[config.mk]
export PLATFORM = sky130hd
export DESIGN_NAME = mdu_sequencer_flat
export DESIGN_NICKNAME = d
export VERILOG_FILES = /design/src/rtl/mdu_if.sv /design/src/rtl/mdu_sequencer.sv /design/src/flat_wrapper.sv
export SDC_FILE = /design/constraint.sdc
export NUM_CORES = 1
export LEC_CHECK = 0
export CAP_MARGIN = 0
export CORE_ASPECT_RATIO = 0.8
export CORE_MARGIN = 2
export CORE_UTILIZATION = 45
export DETAILED_ROUTE_END_ITERATION = 10
export GPL_ROUTABILITY_DRIVEN = 1
export PLACE_DENSITY = 0.6
export SYNTH_ARGS = -nofsm -noshare
export SYNTH_HDL_FRONTEND = slang
export SYNTH_SLANG_ARGS = --single-unit
[constraint.sdc]
create_clock -name clk_i -period 6.8 [get_ports clk_i]
set_clock_uncertainty 0.05 [all_clocks]
set_input_delay 0.68 -clock clk_i [delete_from_list [all_inputs] [get_ports clk_i]]
set_output_delay 0.68 -clock clk_i [all_outputs]
set_load 0.05 [all_outputs]
[src/rtl/mdu_if.sv]
// Handshake bundle between execute and the multiply/divide sequencer.
// dbg_state mirrors the sequencer FSM state for checkers and waveform reading.
interface mdu_if #(
    parameter int XLEN         = 32,
    parameter int MDU_OP_WIDTH = 3
);
    logic                    start_i;
    logic [MDU_OP_WIDTH-1:0] op_i;
    logic [XLEN-1:0]         rs1_i;
    logic [XLEN-1:0]         rs2_i;
    logic                    flush_i;
    logic                    ready_i;
    logic                    valid_o;
    logic [XLEN-1:0]         result_o;
    logic                    busy_o;
    logic                    stall_o;
    logic [2:0]              dbg_state;

    // valid/ready: a result transfers in any cycle with valid_o & ready_i; once raised,
    // valid_o and result_o stay stable until that transfer or a flush/reset.
    modport master (
        output start_i, op_i, rs1_i, rs2_i, flush_i, ready_i,
        input  valid_o, result_o, busy_o, stall_o, dbg_state
    );

    modport slave (
        input  start_i, op_i, rs1_i, rs2_i, flush_i, ready_i,
        output valid_o, result_o, busy_o, stall_o, dbg_state
    );
endinterface

[src/rtl/mdu_sequencer.sv]
// RV32M multiply/divide engine: 32-step shift-add multiply and restoring divide,
// with RISC-V sign handling and single-cycle divide-by-zero / overflow results.
module mdu_sequencer #(
    parameter int XLEN         = 32,
    parameter int MDU_OP_WIDTH = 3
) (
    input logic  clk_i,
    input logic  rst_i,
    mdu_if.slave bus
);
    typedef enum logic [2:0] {IDLE = 3'd0, PREP = 3'd1, CALC = 3'd2, FIXUP = 3'd3, DONE = 3'd4} state_t;

    localparam logic [MDU_OP_WIDTH-1:0] OP_MUL    = 0;
    localparam logic [MDU_OP_WIDTH-1:0] OP_MULH   = 1;
    localparam logic [MDU_OP_WIDTH-1:0] OP_MULHSU = 2;
    localparam logic [MDU_OP_WIDTH-1:0] OP_MULHU  = 3;
    localparam logic [MDU_OP_WIDTH-1:0] OP_DIV    = 4;
    localparam logic [MDU_OP_WIDTH-1:0] OP_DIVU   = 5;
    localparam logic [MDU_OP_WIDTH-1:0] OP_REM    = 6;
    localparam logic [MDU_OP_WIDTH-1:0] OP_REMU   = 7;
    localparam logic [5:0]              LAST_ITER = 6'(XLEN - 1);

    state_t                  state_q, state_d;
    logic [MDU_OP_WIDTH-1:0] op_q;
    logic [XLEN-1:0]         a_q, b_q, result_q;
    logic [2*XLEN-1:0]       acc_q;
    logic [5:0]              cnt_q;
    logic                    neg_q, rneg_q;

    logic                    in_div, in_rem, in_special;
    logic [XLEN-1:0]         fast_res;
    logic                    sign_a, sign_b, op_is_div;
    logic [XLEN-1:0]         mag_a, mag_b;
    logic [XLEN:0]           mul_sum, div_trial;
    logic [2*XLEN-1:0]       prod_fix;
    logic [XLEN-1:0]         quot_fix, rem_fix, sel_res;

    // Fast path decode on the raw request operands.
    always_comb begin
        in_div     = bus.op_i[2];
        in_rem     = bus.op_i[1];
        in_special = 1'b0;
        fast_res   = '0;
        if (in_div && bus.rs2_i == '0) begin
            in_special = 1'b1;
            fast_res   = in_rem ? bus.rs1_i : '1;
        end else if ((bus.op_i == OP_DIV || bus.op_i == OP_REM) &&
                     bus.rs1_i == {1'b1, {(XLEN-1){1'b0}}} && bus.rs2_i == '1) begin
            in_special = 1'b1;
            fast_res   = in_rem ? '0 : {1'b1, {(XLEN-1){1'b0}}};
        end
    end

    always_comb begin
        op_is_div = op_q[2];
        sign_a    = a_q[XLEN-1] && (op_q == OP_MULH || op_q == OP_MULHSU ||
                                    op_q == OP_DIV  || op_q == OP_REM);
        sign_b    = b_q[XLEN-1] && (op_q == OP_MULH || op_q == OP_DIV || op_q == OP_REM);
        mag_a     = sign_a ? (~a_q + 1'b1) : a_q;
        mag_b     = sign_b ? (~b_q + 1'b1) : b_q;
        mul_sum   = {1'b0, acc_q[2*XLEN-1:XLEN]} + {1'b0, (b_q[0] ? a_q : '0)};
        // Partial remainder needs XLEN+1 bits after the shift.
        div_trial = acc_q[2*XLEN-1:XLEN-1] - {1'b0, b_q};
        prod_fix  = neg_q ? (~acc_q + 1'b1) : acc_q;
        quot_fix  = neg_q ? (~acc_q[XLEN-1:0] + 1'b1) : acc_q[XLEN-1:0];
        rem_fix   = rneg_q ? (~acc_q[2*XLEN-1:XLEN] + 1'b1) : acc_q[2*XLEN-1:XLEN];
        case (op_q)
            OP_MUL:                         sel_res = prod_fix[XLEN-1:0];
            OP_MULH, OP_MULHSU, OP_MULHU:   sel_res = prod_fix[2*XLEN-1:XLEN];
            OP_DIV, OP_DIVU:                sel_res = quot_fix;
            default:                        sel_res = rem_fix;
        endcase
    end

    always_ff @(posedge clk_i or posedge rst_i) begin
        if (rst_i) state_q <= IDLE;
        else       state_q <= state_d;
    end

    always_comb begin
        state_d     = state_q;
        bus.stall_o = 1'b0;
        case (state_q)
            IDLE: begin
                bus.stall_o = bus.start_i;
                if (bus.start_i) state_d = in_special ? DONE : PREP;
            end
            PREP: begin
                bus.stall_o = 1'b1;
                state_d     = CALC;
            end
            CALC: begin
                bus.stall_o = 1'b1;
                if (cnt_q == LAST_ITER) state_d = FIXUP;
            end
            FIXUP: begin
                bus.stall_o = 1'b1;
                state_d     = DONE;
            end
            DONE: begin
                bus.stall_o = !bus.ready_i;
                if (bus.ready_i) state_d = IDLE;
            end
            default: state_d = IDLE;
        endcase
        if (bus.flush_i) state_d = IDLE;
    end

    always_ff @(posedge clk_i or posedge rst_i) begin
        if (rst_i) begin
            op_q     <= '0;
            a_q      <= '0;
            b_q      <= '0;
            acc_q    <= '0;
            cnt_q    <= '0;
            neg_q    <= 1'b0;
            rneg_q   <= 1'b0;
            result_q <= '0;
        end else if (!bus.flush_i) begin
            case (state_q)
                IDLE: if (bus.start_i) begin
                    op_q <= bus.op_i;
                    a_q  <= bus.rs1_i;
                    b_q  <= bus.rs2_i;
                    if (in_special) result_q <= fast_res;
                end
                PREP: begin
                    a_q    <= mag_a;
                    b_q    <= mag_b;
                    neg_q  <= sign_a ^ sign_b;
                    rneg_q <= sign_a;
                    cnt_q  <= '0;
                    // Divide seeds {rem, quot} with the dividend magnitude in the quotient half.
                    acc_q  <= op_is_div ? {{XLEN{1'b0}}, mag_a} : '0;
                end
                CALC: begin
                    cnt_q <= cnt_q + 6'd1;
                    if (op_is_div) begin
                        if (!div_trial[XLEN])
                            acc_q <= {div_trial[XLEN-1:0], acc_q[XLEN-2:0], 1'b1};
                        else
                            acc_q <= {acc_q[2*XLEN-2:0], 1'b0};
                    end else begin
                        acc_q <= {mul_sum, acc_q[XLEN-1:1]};
                        b_q   <= b_q >> 1;
                    end
                end
                FIXUP: result_q <= sel_res;
                default: ;
            endcase
        end
    end

    assign bus.valid_o   = (state_q == DONE);
    assign bus.busy_o    = (state_q != IDLE);
    assign bus.result_o  = result_q;
    assign bus.dbg_state = state_q;
endmodule

[src/flat_wrapper.sv]
// flat-port wrapper written by rule: the top's interface ports become plain ports
module mdu_sequencer_flat 
#(
    parameter int XLEN         = 32,
    parameter int MDU_OP_WIDTH = 3
)
  (clk_i, rst_i, bus_start_i, bus_op_i, bus_rs1_i, bus_rs2_i, bus_flush_i, bus_ready_i, bus_valid_o, bus_result_o, bus_busy_o, bus_stall_o, bus_dbg_state);
  mdu_if #(.XLEN(XLEN), .MDU_OP_WIDTH(MDU_OP_WIDTH)) bus_i ();
  input logic clk_i;
  input logic rst_i;
  input wire logic [$bits(bus_i.start_i)-1:0] bus_start_i;
  input wire logic [$bits(bus_i.op_i)-1:0] bus_op_i;
  input wire logic [$bits(bus_i.rs1_i)-1:0] bus_rs1_i;
  input wire logic [$bits(bus_i.rs2_i)-1:0] bus_rs2_i;
  input wire logic [$bits(bus_i.flush_i)-1:0] bus_flush_i;
  input wire logic [$bits(bus_i.ready_i)-1:0] bus_ready_i;
  output wire logic [$bits(bus_i.valid_o)-1:0] bus_valid_o;
  output wire logic [$bits(bus_i.result_o)-1:0] bus_result_o;
  output wire logic [$bits(bus_i.busy_o)-1:0] bus_busy_o;
  output wire logic [$bits(bus_i.stall_o)-1:0] bus_stall_o;
  output wire logic [$bits(bus_i.dbg_state)-1:0] bus_dbg_state;
  assign bus_i.start_i = bus_start_i;
  assign bus_i.op_i = bus_op_i;
  assign bus_i.rs1_i = bus_rs1_i;
  assign bus_i.rs2_i = bus_rs2_i;
  assign bus_i.flush_i = bus_flush_i;
  assign bus_i.ready_i = bus_ready_i;
  assign bus_valid_o = bus_i.valid_o;
  assign bus_result_o = bus_i.result_o;
  assign bus_busy_o = bus_i.busy_o;
  assign bus_stall_o = bus_i.stall_o;
  assign bus_dbg_state = bus_i.dbg_state;
  mdu_sequencer #(.XLEN(XLEN), .MDU_OP_WIDTH(MDU_OP_WIDTH)) u_core (.clk_i(clk_i), .rst_i(rst_i), .bus(bus_i));
endmodule
# Word level (Yosys, flattened, before mapping)
# Cells that the tools add are included.
[word_totals]
in_bits = 72
register_bits = 174
out_inout_bits = 38
[classes]
eq_ne = 22
bitwise = 7
n_reduce_logical = 30
addsub = 8
mux = 33
[ops]
columns = ["operator", "n"]
rows = [
  ["32-bit two-way mux", 15],
  ["64-bit two-way mux", 3],
  ["32-bit case mux with 3 select lines", 2],
  ["32-bit by 1-bit adder with 32-bit output (second input constant)", 4],
  ["32-bit inverter", 4],
  ["32-bit case mux with 2 select lines", 2],
  ["64-bit case mux with 2 select lines", 1],
  ["64-bit by 1-bit adder with 64-bit output (second input constant)", 1],
  ["32-bit == test (second input constant)", 2],
  ["64-bit inverter", 1],
  ["32-bit by 32-bit adder with 33-bit output", 1],
  ["33-bit by 32-bit subtractor with 33-bit output", 1],
  ["32-bit logical NOT", 1],
  ["3-bit == test (second input constant)", 6],
  ["3-bit two-way mux", 5],
  ["3-bit case mux with 5 select lines", 1],
  ["3-bit by 2-bit == test with 1-bit output (second input constant)", 4],
  ["6-bit case mux with 2 select lines", 1],
  ["3-bit AND reduction", 3],
  ["6-bit by 1-bit adder with 6-bit output (second input constant)", 1],
  ["3-bit by 1-bit == test with 1-bit output (second input constant)", 2],
  ["6-bit by 5-bit == test with 1-bit output (second input constant)", 1],
  ["3-bit logical NOT", 2],
  ["1-bit logical OR", 6],
  ["17 further kinds", 30],
]

# Logic depth before layout (Yosys ltp)
# Gate-level depths: netlist of the first run.
[depth]
depth_word = 10
mapped_depth = 14
ltp_nobuf = 14

# Least setup slack after synthesis of the first run
# OpenSTA, ideal clock, no wires.
[synth_path]
path_type = "reg2reg"
startpoint = "reg u_core.b_q[0]"
endpoint = "reg u_core.b_q[30]"
arrival_time_ps = 3219
slack_ps = 3402
stages_incl_launch_ff = 12
setup_ps = 129
period_less_slack_ps = 3398
required_ps = 6621
cell_sequence = "dfrtp_1 -> inv_1 -> ha_1 -> or4b_4 -> nor4_4 -> nand4_2 -> or3_4 -> or3_4 -> or3_4 -> or3_1 -> a222oi_1 -> o21ai_1"
[synth_between]
elab_chain_cells = 4
[synth_rtl]
columns = ["item", "line_no", "source"]
rows = [
  ["start, declared", "mdu_sequencer.sv:25", "logic [XLEN-1:0] a_q, b_q, result_q;"],
  ["start signal, assigned", "mdu_sequencer.sv:124", "b_q <= bus.rs2_i;"],
  ["start signal, assigned", "mdu_sequencer.sv:129", "b_q <= mag_b;"],
  ["start signal, assigned", "mdu_sequencer.sv:145", "b_q <= b_q >> 1;"],
  ["32-bit inverter", "mdu_sequencer.sv:60", "mag_b = sign_b ? (~b_q + 1'b1) : b_q;"],
  ["32-bit by 1-bit adder with 32-bit output", "mdu_sequencer.sv:60", ""],
  ["32-bit two-way mux", "mdu_sequencer.sv:60", ""],
  ["32-bit case mux with 3 select lines", "mdu_sequencer.sv:120", "case (state_q)"],
]
# Every way passes these cells. The select of a mux whose other input is x is not followed.
# A chain may end at the register's enable or synchronous reset.

# Final worst setup path of the first run
[layout_path]
startpoint = "reg u_core.b_q[0]"
endpoint = "reg u_core.acc_q[32]"
[layout_between]
elab_chain_cells = 4
[layout_rtl]
columns = ["item", "line_no", "source"]
rows = [
  ["33-bit by 32-bit subtractor with 33-bit output / 32-bit two-way mux (equally long branches)", "mdu_sequencer.sv:63, mdu_sequencer.sv:61", ""],
  ["64-bit two-way mux / 32-bit by 32-bit adder with 33-bit output (equally long branches)", "mdu_sequencer.sv:139, mdu_sequencer.sv:61", ""],
  ["64-bit two-way mux *", "mdu_sequencer.sv:138", "if (op_is_div) begin"],
  ["64-bit case mux with 2 select lines *", "mdu_sequencer.sv:120", ""],
  ["end signal, assigned", "mdu_sequencer.sv:140", "acc_q <= {div_trial[XLEN-1:0], acc_q[XLEN-2:0], 1'b1};"],
  ["end signal, assigned", "mdu_sequencer.sv:142", "acc_q <= {acc_q[2*XLEN-2:0], 1'b0};"],
  ["end signal, assigned", "mdu_sequencer.sv:144", "acc_q <= {mul_sum, acc_q[XLEN-1:1]};"],
  ["end, declared", "mdu_sequencer.sv:26", "logic [2*XLEN-1:0] acc_q;"],
]
# Every way passes the cells marked *; elsewhere a longest branch is shown, timed or not.

==> results.py, run 1 <==
metrics = {
    "hold_path": {
        "holdCritPathClass": "flip-flop to flip-flop",
    },
    "pwr": {
        "netSwitchingFraction_pct": 52.87,
        "p_clk_share_pct": 13.8,
        "powerDensity_nw_per_um2": 395.6,
        "ir_drop_mv": 0.2415,
        "sequentialPowerShare_pct": 26.9,
        "internal_power_mw": 3.429,
        "power.switching_mw": 3.847,
        "p_leak_nw": 7.460,
        "comb_power_share_pct": 59.3,
    },
    "synth": {
        "ys_ff_latch": 174,
        "avgSynthCellArea_um2": 7.415,
        "ys.flop_type": "dfrtp_1",
        "yosys.area.top_type": "dfrtp_1",
        "syn-num-nets": 2373,
        "synth_most_common_cell": "o21ai_0",
        "ys_seq_area_share_pct": 26.33,
        "synth_common_cells": "o21ai_0, nand2_1, nor2_1, dfrtp_1, a21oi_1",
        "netlist_instances": 2230,
        "async_flop_share_pct": 100.0,
        "synth_top_cell_area_share_pct": 26.33,
        "synth_edf_count": 0,
        "yosysWarnings": 0,
        "syn-cell-area_um2": 16530,
        "synth_cell_types": 79,
        "synth.top_cells.by_area": "dfrtp_1, o21ai_0, nand2_1, ha_1, a21oi_1",
    },
    "global_routing": {
        "grt.busiest_layer": "met1",
        "grtUsageMet3_pct": 15.53,
        "grt_pass1_vias": 16110,
        "use_met1_pct": 55.74,
        "grt_max_degree": 94,
        "grt-ovfl-total": 0,
        "antenna_found_initial": 2,
        "grt.met2_usage_pct": 47.55,
        "grt_pass1_wl_mm": 105.5,
        "grt_usage_pct": 36.98,
    },
    "detailed_routing": {
        "finalWirelength_mm": 71.00,
        "ant_nets": 0,
        "firstDrtPassIters": 8,
        "drt_iter0_drc": 2655,
        "routedWlPerCell_um": 26.18,
        "drc_errors": 0,
        "via_per_inst": 6.712,
        "vias": 18200,
    },
    "timing": {
        "setup_tns_ns": 0,
        "slew_violations": 0,
        "post-route-period-util_pct": 67.39,
        "slew_headroom_pct": 19.39,
        "period_minus_slack_ns": 4.583,
        "setup_viol": 0,
        "final_hold_viol_count": 0,
        "worst_pin_slew_ns": 1.196,
        "rsz0062_at_grt": "false",
        "fmax_ghz": 0.2182,
    },
    "placement": {
        "dp_hpwl_mm": 54.30,
        "gp_congestion": 1.086,
        "place_inst": 2679,
        "portBuffers": 109,
    },
    "worst_setup_path": {
        "crit_fanout": 33,
        "end_kind": "flip-flop",
        "cp-start-kind": "flip-flop",
        "cp_data_arrival_time_ns": 4.91,
        "criticalPathCategory": "flip-flop to flip-flop",
        "cp.required_ns": 7.13,
    },
    "floorplan": {
        "die_h_um": 175.5,
        "core_area_um2": 36070,
        "dieArea_um2": 38300,
        "start_util_pct": 45.84,
        "die_x_um": 218.3,
        "num_io_pins": 110,
        "rows": 62,
    },
    "final_layout": {
        "final_util_pct": 50.99,
        "layout.nets": 2361,
        "fillers": 3636,
        "fin_cells": 2712,
        "syn2layout_area_growth_pct": 11.24,
        "drive_above_1_share_pct": 4.617,
    },
    "clocking": {
        "clkTransAtPathRegs_ns": 0.07,
        "ctsLongestPathBuffers": 2,
        "cts_root_buf": "clkbuf_16",
        "cts-resized-gates": 0,
        "worstSkewPairLatency_ns": 0.48,
        "cts_tree": "done",
        "cts.sinks": 174,
        "cts_hold_buf": 0,
        "htreeDepth": 4,
        "cts_buffers": 17,
        "cts_setup_buffers": 0,
    },
    "run": {
        "cap_violations": 0,
    },
    "run_status": {
        "status": "complete, no violations",
    },
}
[flip-flops by register name (all words and copies together), names as in the netlist]
register,cells
u_core.a_q,32
u_core.acc_q,64
u_core.b_q,32
u_core.bus.dbg_state,3
u_core.bus.result_o,32
u_core.cnt_q,6
u_core.neg_q,1
u_core.op_q,3
u_core.rneg_q,1
[metrics by stage]
step / worst slack, ns / area [um^2] / power [mW] / hold WS (ns)
3_3_place_gp: 2.412 / 17830 / 6.067 / 0.4103
5_1_grt: 1.898 / 18390 / 7.712 / 0.4570
3_5_place_dp: 2.329 / 17830 / 6.104 / 0.4197
2_1_floorplan: 1.353 / 16530 / 4.739 / 0.4366
6_report: 2.217 / 18390 / 7.276 / 0.4279
4_1_cts: 2.312 / 18390 / 7.113 / 0.4373
[worst max-delay path, cell delays in order (launching register included)]
cell and delay (ns):
dfrtp_1 0.77, ha_1 0.32, fa_1 0.22, nor2b_1 0.07, o31ai_1 0.50, a21o_1 0.31, a211oi_1 0.14, nor4bb_1 0.45
nor3_2 0.20, nor2_4 0.89, mux2_2 0.42, o221ai_1 0.14
[layout by cell type, fill, tap and decap left out, types with 40 or more instances in the layout]
cell type,instances
o21ai_0,289
nand2_1,251
nor2_1,179
dfrtp_1,172
a21oi_1,167
clkdlybuf4s50_1,109
xor2_1,75
xnor2_1,74
inv_1,69
ha_1,69
nor3_1,51
o22ai_1,44
nand3_1,40
[power by group through the flow]
stage,clock [mW],combinational (mW),sequential [mW]
floorplan,0,2.87,1.87
global placement,0,4.14,1.93
detailed placement,0,4.16,1.94
CTS,1.01,4.18,1.92
global route,1.06,4.66,1.99
finish,1.00,4.32,1.95
[per-layer routing]
metal | routed length [um] | share of wire [%] | vias to the layer above
met5 | 122 | 0.17 | -
met4 | 1592 | 2.2 | 2
met3 | 9884 | 14 | 102
met2 | 27130 | 38 | 1036
met1 | 32270 | 45 | 8856
li1 | - | - | 8206
[area by class of cell]
cell class,instances,area (um^2),area share [%]
Clock inverter,9,86.33,0.4694
Inverter,70,270.3,1.469
Multi-Input combinational cell,1821,11320,61.54
Timing Repair Buffer,134,1279,6.952
Tap cell,480,600.6,3.265
Antenna cell,1,2.502,0.01361
Clock buffer,23,478.0,2.599
Sequential cell,174,4357,23.69
[cell families (layout without fill, tap and decap cells)]
group | count (synthesis) | after routing | synth area share, %
flops | 174 | 174 | 26.33
buf+inv | 235 | 236 | 5.380
other cells | 0 | 1 | 0
fa+ha+maj | 71 | 71 | 5.464
simple gates | 753 | 753 | 22.31
xor+xnor | 149 | 149 | 7.893
mux | 34 | 34 | 2.104
compound gates | 814 | 814 | 30.52
[path summary, 6_finish.rpt]
kind	from	end	slack (ns)	depth (start not counted)
worst min-delay path	u_core.bus.result_o[26]$_DFFE_PP0P_	u_core.bus.result_o[26]$_DFFE_PP0P_	0.43	2
min in group asynchronous	rst_i	u_core.bus.result_o[9]$_DFFE_PP0P_	0.65	2
max in group asynchronous	rst_i	u_core.op_q[2]$_DFFE_PP0P_	4.75	3
worst min register to register	u_core.bus.result_o[26]$_DFFE_PP0P_	u_core.bus.result_o[26]$_DFFE_PP0P_	0.43	2
worst max register to register	u_core.b_q[0]$_DFFE_PP0P_	u_core.acc_q[32]$_DFFE_PP0P_	2.22	11
worst max-delay path	u_core.b_q[0]$_DFFE_PP0P_	u_core.acc_q[32]$_DFFE_PP0P_	2.22	11
Note: power is estimated with default switching activity, not from simulation.
==> run 2: changes to the inputs <==
==> constraint.sdc (replaced) <==
create_clock -name clk_i -period 4.3 [get_ports clk_i]
set_clock_uncertainty 0.05 [all_clocks]
set_input_delay 0.43 -clock clk_i [delete_from_list [all_inputs] [get_ports clk_i]]
set_output_delay 0.43 -clock clk_i [all_outputs]
set_load 0.05 [all_outputs]
==> run 2 against run 1 <==
Combinational power increased by 62%. Worst hold slack worse by 0.19 ns. Wire length barely moved. Sequential share of layout area fell by 0.54 points. Sequential power up 62%. Via count increased by 1.2%. Critical endpoint is now u_core.acc_q[55]$_DFFE_PP0P_.
==> results.py, run 2 (synthesis gave the netlist of run 1 again) <==
metrics = {
    "detailed_routing": {
        "finalWirelength_mm": 71.03,
        "drc_errors": 0,
        "vias": 18430,
        "drt_iter0_drc": 2485,
        "firstDrtPassIters": 9,
        "routedWlPerCell_um": 25.71,
        "ant_nets": 0,
        "via_per_inst": 6.669,
    },
    "placement": {
        "dp_hpwl_mm": 54.51,
        "place_area_um2": 18260,
        "portBuffers": 109,
        "gp_congestion": 1.036,
        "pre_cts_slack_ns": 0.4608,
        "place_inst": 2730,
    },
    "final_layout": {
        "layout.nets": 2412,
        "final_util_pct": 52.19,
        "largest_reg_flops": 64,
        "drive_above_1_share_pct": 6.748,
        "final_common_cell": "o21ai_0",
        "regMostFlops": "u_core.acc_q",
        "fillers": 3577,
        "layout_common_cells": "o21ai_0, nand2_1, nor2_1, dfrtp_1, a21oi_1",
        "fin_cells": 2763,
        "stdcell_area_um2": 18830,
        "syn2layout_area_growth_pct": 13.86,
    },
    "clocking": {
        "cts_hold_buf": 0,
        "cts_buffers": 17,
        "cts_tree": "done",
        "clkTransAtPathRegs_ns": 0.08,
        "htreeDepth": 4,
        "cts_root_buf": "clkbuf_16",
        "ctsLongestPathBuffers": 2,
        "worstSkewPairLatency_ns": 0.48,
        "cts_setup_buffers": 0,
        "cts.sinks": 174,
        "cts-resized-gates": 0,
    },
    "floorplan": {
        "die_h_um": 175.5,
        "dieArea_um2": 38300,
        "num_io_pins": 110,
        "rows": 62,
        "start_util_pct": 45.84,
        "core_area_um2": 36070,
        "die_x_um": 218.3,
    },
    "timing": {
        "rsz0062_at_grt": "false",
        "setup_viol": 0,
        "post-route-period-util_pct": 91.19,
        "fin_ws_ns": 0.3788,
        "final_hold_viol_count": 0,
        "slew_violations": 0,
        "fmax_ghz": 0.2550,
        "slew_headroom_pct": 25.50,
        "period_minus_slack_ns": 3.921,
        "whs_ns": 0.2390,
        "setup_tns_ns": 0,
        "worst_pin_slew_ns": 1.106,
    },
    "pwr": {
        "power_mw": 11.77,
        "p_leak_nw": 7.725,
        "ir_drop_mv": 0.3666,
        "powerDensity_nw_per_um2": 625.0,
    },
    "worst_setup_path": {
        "slowest_delay_ns": 0.51,
        "path_cells": "buf_4, inv_1, nor2_1, ha_1, inv_1, fa_1, nor2b_1, o31ai_1, a2111oi_0, buf_4, nor2_1, a311oi_1, a21boi_0, xnor2_1, a22oi_1, o21ai_0",
        "rrSetupSlack_ns": 0.38,
        "end_kind": "flip-flop",
        "criticalPathCategory": "flip-flop to flip-flop",
        "cp_data_arrival_time_ns": 4.19,
        "cp-start-kind": "flip-flop",
        "cp.required_ns": 4.57,
        "crit_fanout": 33,
        "crit_path_top_delay_cell": "a2111oi_0",
    },
    "hold_path": {
        "holdCritPathClass": "input port to asynchronous set/reset pin",
    },
    "global_routing": {
        "grt_pass1_wl_mm": 106.6,
        "grt-ovfl-total": 0,
        "grt_pass1_vias": 16620,
        "grt_usage_pct": 37.01,
        "antenna_found_initial": 0,
        "grt_max_degree": 96,
    },
    "run_status": {
        "status": "complete, no violations",
    },
    "run": {
        "cap_violations": 0,
    },
}
run 2: final cells by class:
class                           count  area [um^2]  area share (%)
Tap cell                          480        600.6           3.190
Timing Repair Buffer              185         1712           9.092
Clock inverter                     10        103.9          0.5516
Inverter                           70        266.5           1.416
Clock buffer                       22        464.2           2.466
Antenna cell                        1        2.502         0.01329
Multi-Input combinational cell   1821        11320           60.13
Sequential cell                   174         4357           23.14
run 2: where the power goes:
part           total [mW]  leakage, nW  switching, mW  internal [mW]
clock network        1.61        0.270          0.773          0.838
logic                7.00         5.22           4.39           2.61
registers            3.15         2.23           1.03           2.12
total                11.8         7.73           6.19           5.57
run 2: worst paths after layout:
check / depth (start not counted) / startpoint / to
worst min-delay path: 2 / rst_i / u_core.acc_q[55]$_DFFE_PP0P_
worst max register to register: 16 / u_core.b_q[0]$_DFFE_PP0P_ / u_core.acc_q[55]$_DFFE_PP0P_
min in group clk_i: 2 / u_core.bus.result_o[26]$_DFFE_PP0P_ / u_core.bus.result_o[26]$_DFFE_PP0P_
max in group asynchronous: 3 / rst_i / u_core.neg_q$_DFFE_PP0P_
worst max-delay path: 16 / u_core.b_q[0]$_DFFE_PP0P_ / u_core.acc_q[55]$_DFFE_PP0P_
worst min register to register: 2 / u_core.bus.result_o[26]$_DFFE_PP0P_ / u_core.bus.result_o[26]$_DFFE_PP0P_
run 2: worst max-delay path: cells and delay by family (launching register included):
kind | cells | cell delay, ns
AO/OA/AOI/OAI | 6 | 1.64
XOR/XNOR | 1 | 0.18
adder cells (fa/ha/maj) | 2 | 0.57
buffers and inverters | 4 | 0.66
flip-flops | 1 | 0.33
AND/OR/NAND/NOR | 3 | 0.32
run 2: layer usage:
metal | global-route usage (%) | vias up | share of wire [%]
met3 | 13.18 | 86 | 13
met4 | 7.058 | 0 | 1.7
met1 | 56.06 | 8968 | 46
met5 | 0 | - | 0
li1 | - | 8297 | -
met2 | 49.85 | 1075 | 39
==> variant, RTL diff (flow settings as in run 1) <==
Compare `cnt_q` against `LAST_ITER` with >= in place of ==.
--- a/src/rtl/mdu_sequencer.sv
+++ b/src/rtl/mdu_sequencer.sv
@@ -91,7 +91,7 @@
             end
             CALC: begin
                 bus.stall_o = 1'b1;
-                if (cnt_q == LAST_ITER) state_d = FIXUP;
+                if (cnt_q >= LAST_ITER) state_d = FIXUP;
             end
             FIXUP: begin
                 bus.stall_o = 1'b1;
Check against the original RTL: no difference found for any inputs over 4 cycles, from zero or initial values and one cycle with rst_i high; that may be too few to reach the edited logic, so the function may still have changed.
==> variant against run 1 <==
- synthesized area down 3.3%
- setup slack better by 0.069 ns
- power up 25%
- final area down 2.8%
- sequential cell count unchanged
- via count down 6.0%
- critical endpoint is now u_core.bus.result_o[20]$_DFFE_PP0P_
- highest routed layer unchanged
- final cell count down 3.7%
- wire length down 8.3%
- sequential power up 18%
==> variant: results (changes against run 1) <==
status finished, final reports clean (unchanged); footprint of the multi-input gates 0.0108 sq mm (was 0.0113 sq mm); Total Routing Usage GR 34.4% (was 37.0%); met3 wire len 8680 microns (was 9880 microns); routed wl met2 25,200 microns (was 27,100 microns); first-pass GRT wire length 97,400 microns (was 106,000 microns); non-clk buf share 7.15% (was 6.95%); mean routed wirelength per cell 24.9 microns (was 26.2 microns); RR Endpoint u_core.bus.result_o[20]$_DFFE_PP0P_ (was u_core.acc_q[32]$_DFFE_PP0P_); Peak VDD IR 0.271 mV (was 0.242 mV); fillcell total 3,470 (was 3,636); Worst Hold Path EP u_core.bus.result_o[10]$_DFFE_PP0P_ (was u_core.bus.result_o[26]$_DFFE_PP0P_); startpoint of the lowest-slack hold path u_core.bus.result_o[10]$_DFFE_PP0P_ (was u_core.bus.result_o[26]$_DFFE_PP0P_); Arr. time, crit path 4.81 ns (was 4.91 ns); HPWL Detailed 49,600 microns (was 54,300 microns); share of cells above drive strength 1 4.25% (was 4.62%); routability cong. 1.00 (was 1.09); Reg2Reg Depth 9 (was 11); crit path from u_core.acc_q[7]$_DFFE_PP0P_ (was u_core.b_q[0]$_DFFE_PP0P_); Root Driver clkbuf_16 (unchanged); Synth area leaders dfrtp_1, o21ai_0, nand2_1 (unchanged); Clk pwr share 11.3% (was 13.8%); nets@finish 2,270 (was 2,361); Worst R2R Setup Slack 2.29 ns (was 2.22 ns); Pleak 7.23 nW (was 7.46 nW); number of global-route vias before repair 15,500 (was 16,100); hold_ws 0.435 ns (was 0.428 ns); vias after detailed routing 17,100 (was 18,200); largest net degree at the start of global routing 76 (was 94); Max FO, Critical Path 18 (was 33); multi-input gates 1,740 (was 1,821); sequential cell area 0.00436 sq mm (unchanged); DR iter-0 viols 2,258 (was 2,655); met1 usage in global routing 51.3% (was 55.7%); Ant. Diodes 1 (unchanged); met2 Track Usage GR 44.9% (was 47.6%); Commonest cells post-synth o21ai_0, nand2_1, a21oi_1, dfrtp_1, nor2_1 (was o21ai_0, nand2_1, nor2_1, dfrtp_1, a21oi_1); initial antenna violation count 5 (was 2); Logic inverters 60 (was 70); Top FF cell, synth dfrtp_1 (unchanged); GRT met3 Usage 12.8% (was 15.5%); max_slew headroom 9.42% (was 19.4%); sequential-to-total area share from yosys stat 27.2% (was 26.3%); internal power 0.00408 W (was 0.00343 W); Async S/R FF share, synth 100% (unchanged); Yosys cell types 81 (was 79); num sequential 174 (unchanged); met1 WL 29,200 microns (was 32,300 microns); top sig layer met5 (unchanged); clk cell area share 3.28% (was 3.07%); Comb power frac 63.5% (was 59.3%)
variant: logic make-up after synthesis:
kind of cell               synth area share, %
AOI/OAI and AO/OA                         30.2
muxes                                     1.53
adders and majority gates                 5.65
and+or+nand+nor                           21.1
xor gates and xnor gates                  8.99
buffers and inverters                     5.27
DFF                                       27.2
variant: stage by stage:
step | util (%) | power (W) | area [sq um] | setup WS [ns] | instances
finish | 51.2 | 0.00912 | 17900 | 2.29 | 2613
global route | 51.2 | 0.00968 | 17900 | 1.96 | 2612
CTS | 51.2 | 0.00890 | 17900 | 2.37 | 2612
detailed placement | 49.6 | 0.00784 | 17300 | 2.28 | 2580
global placement | 49.6 | 0.00779 | 17300 | 2.36 | 2580
floorplan | - | 0.00605 | 16000 | 1.35 | 2129
variant: worst max-delay path: stages, from the launching register on:
cell and delay [ns]:
dfrtp_1 0.45, or4_1 0.63, nor3_1 0.73, nand4_1 0.49, or2_1 0.66, o21ai_1 0.55, nand2_1 0.14, xor2_1 0.17
a21oi_1 0.38, o21ai_0 0.13
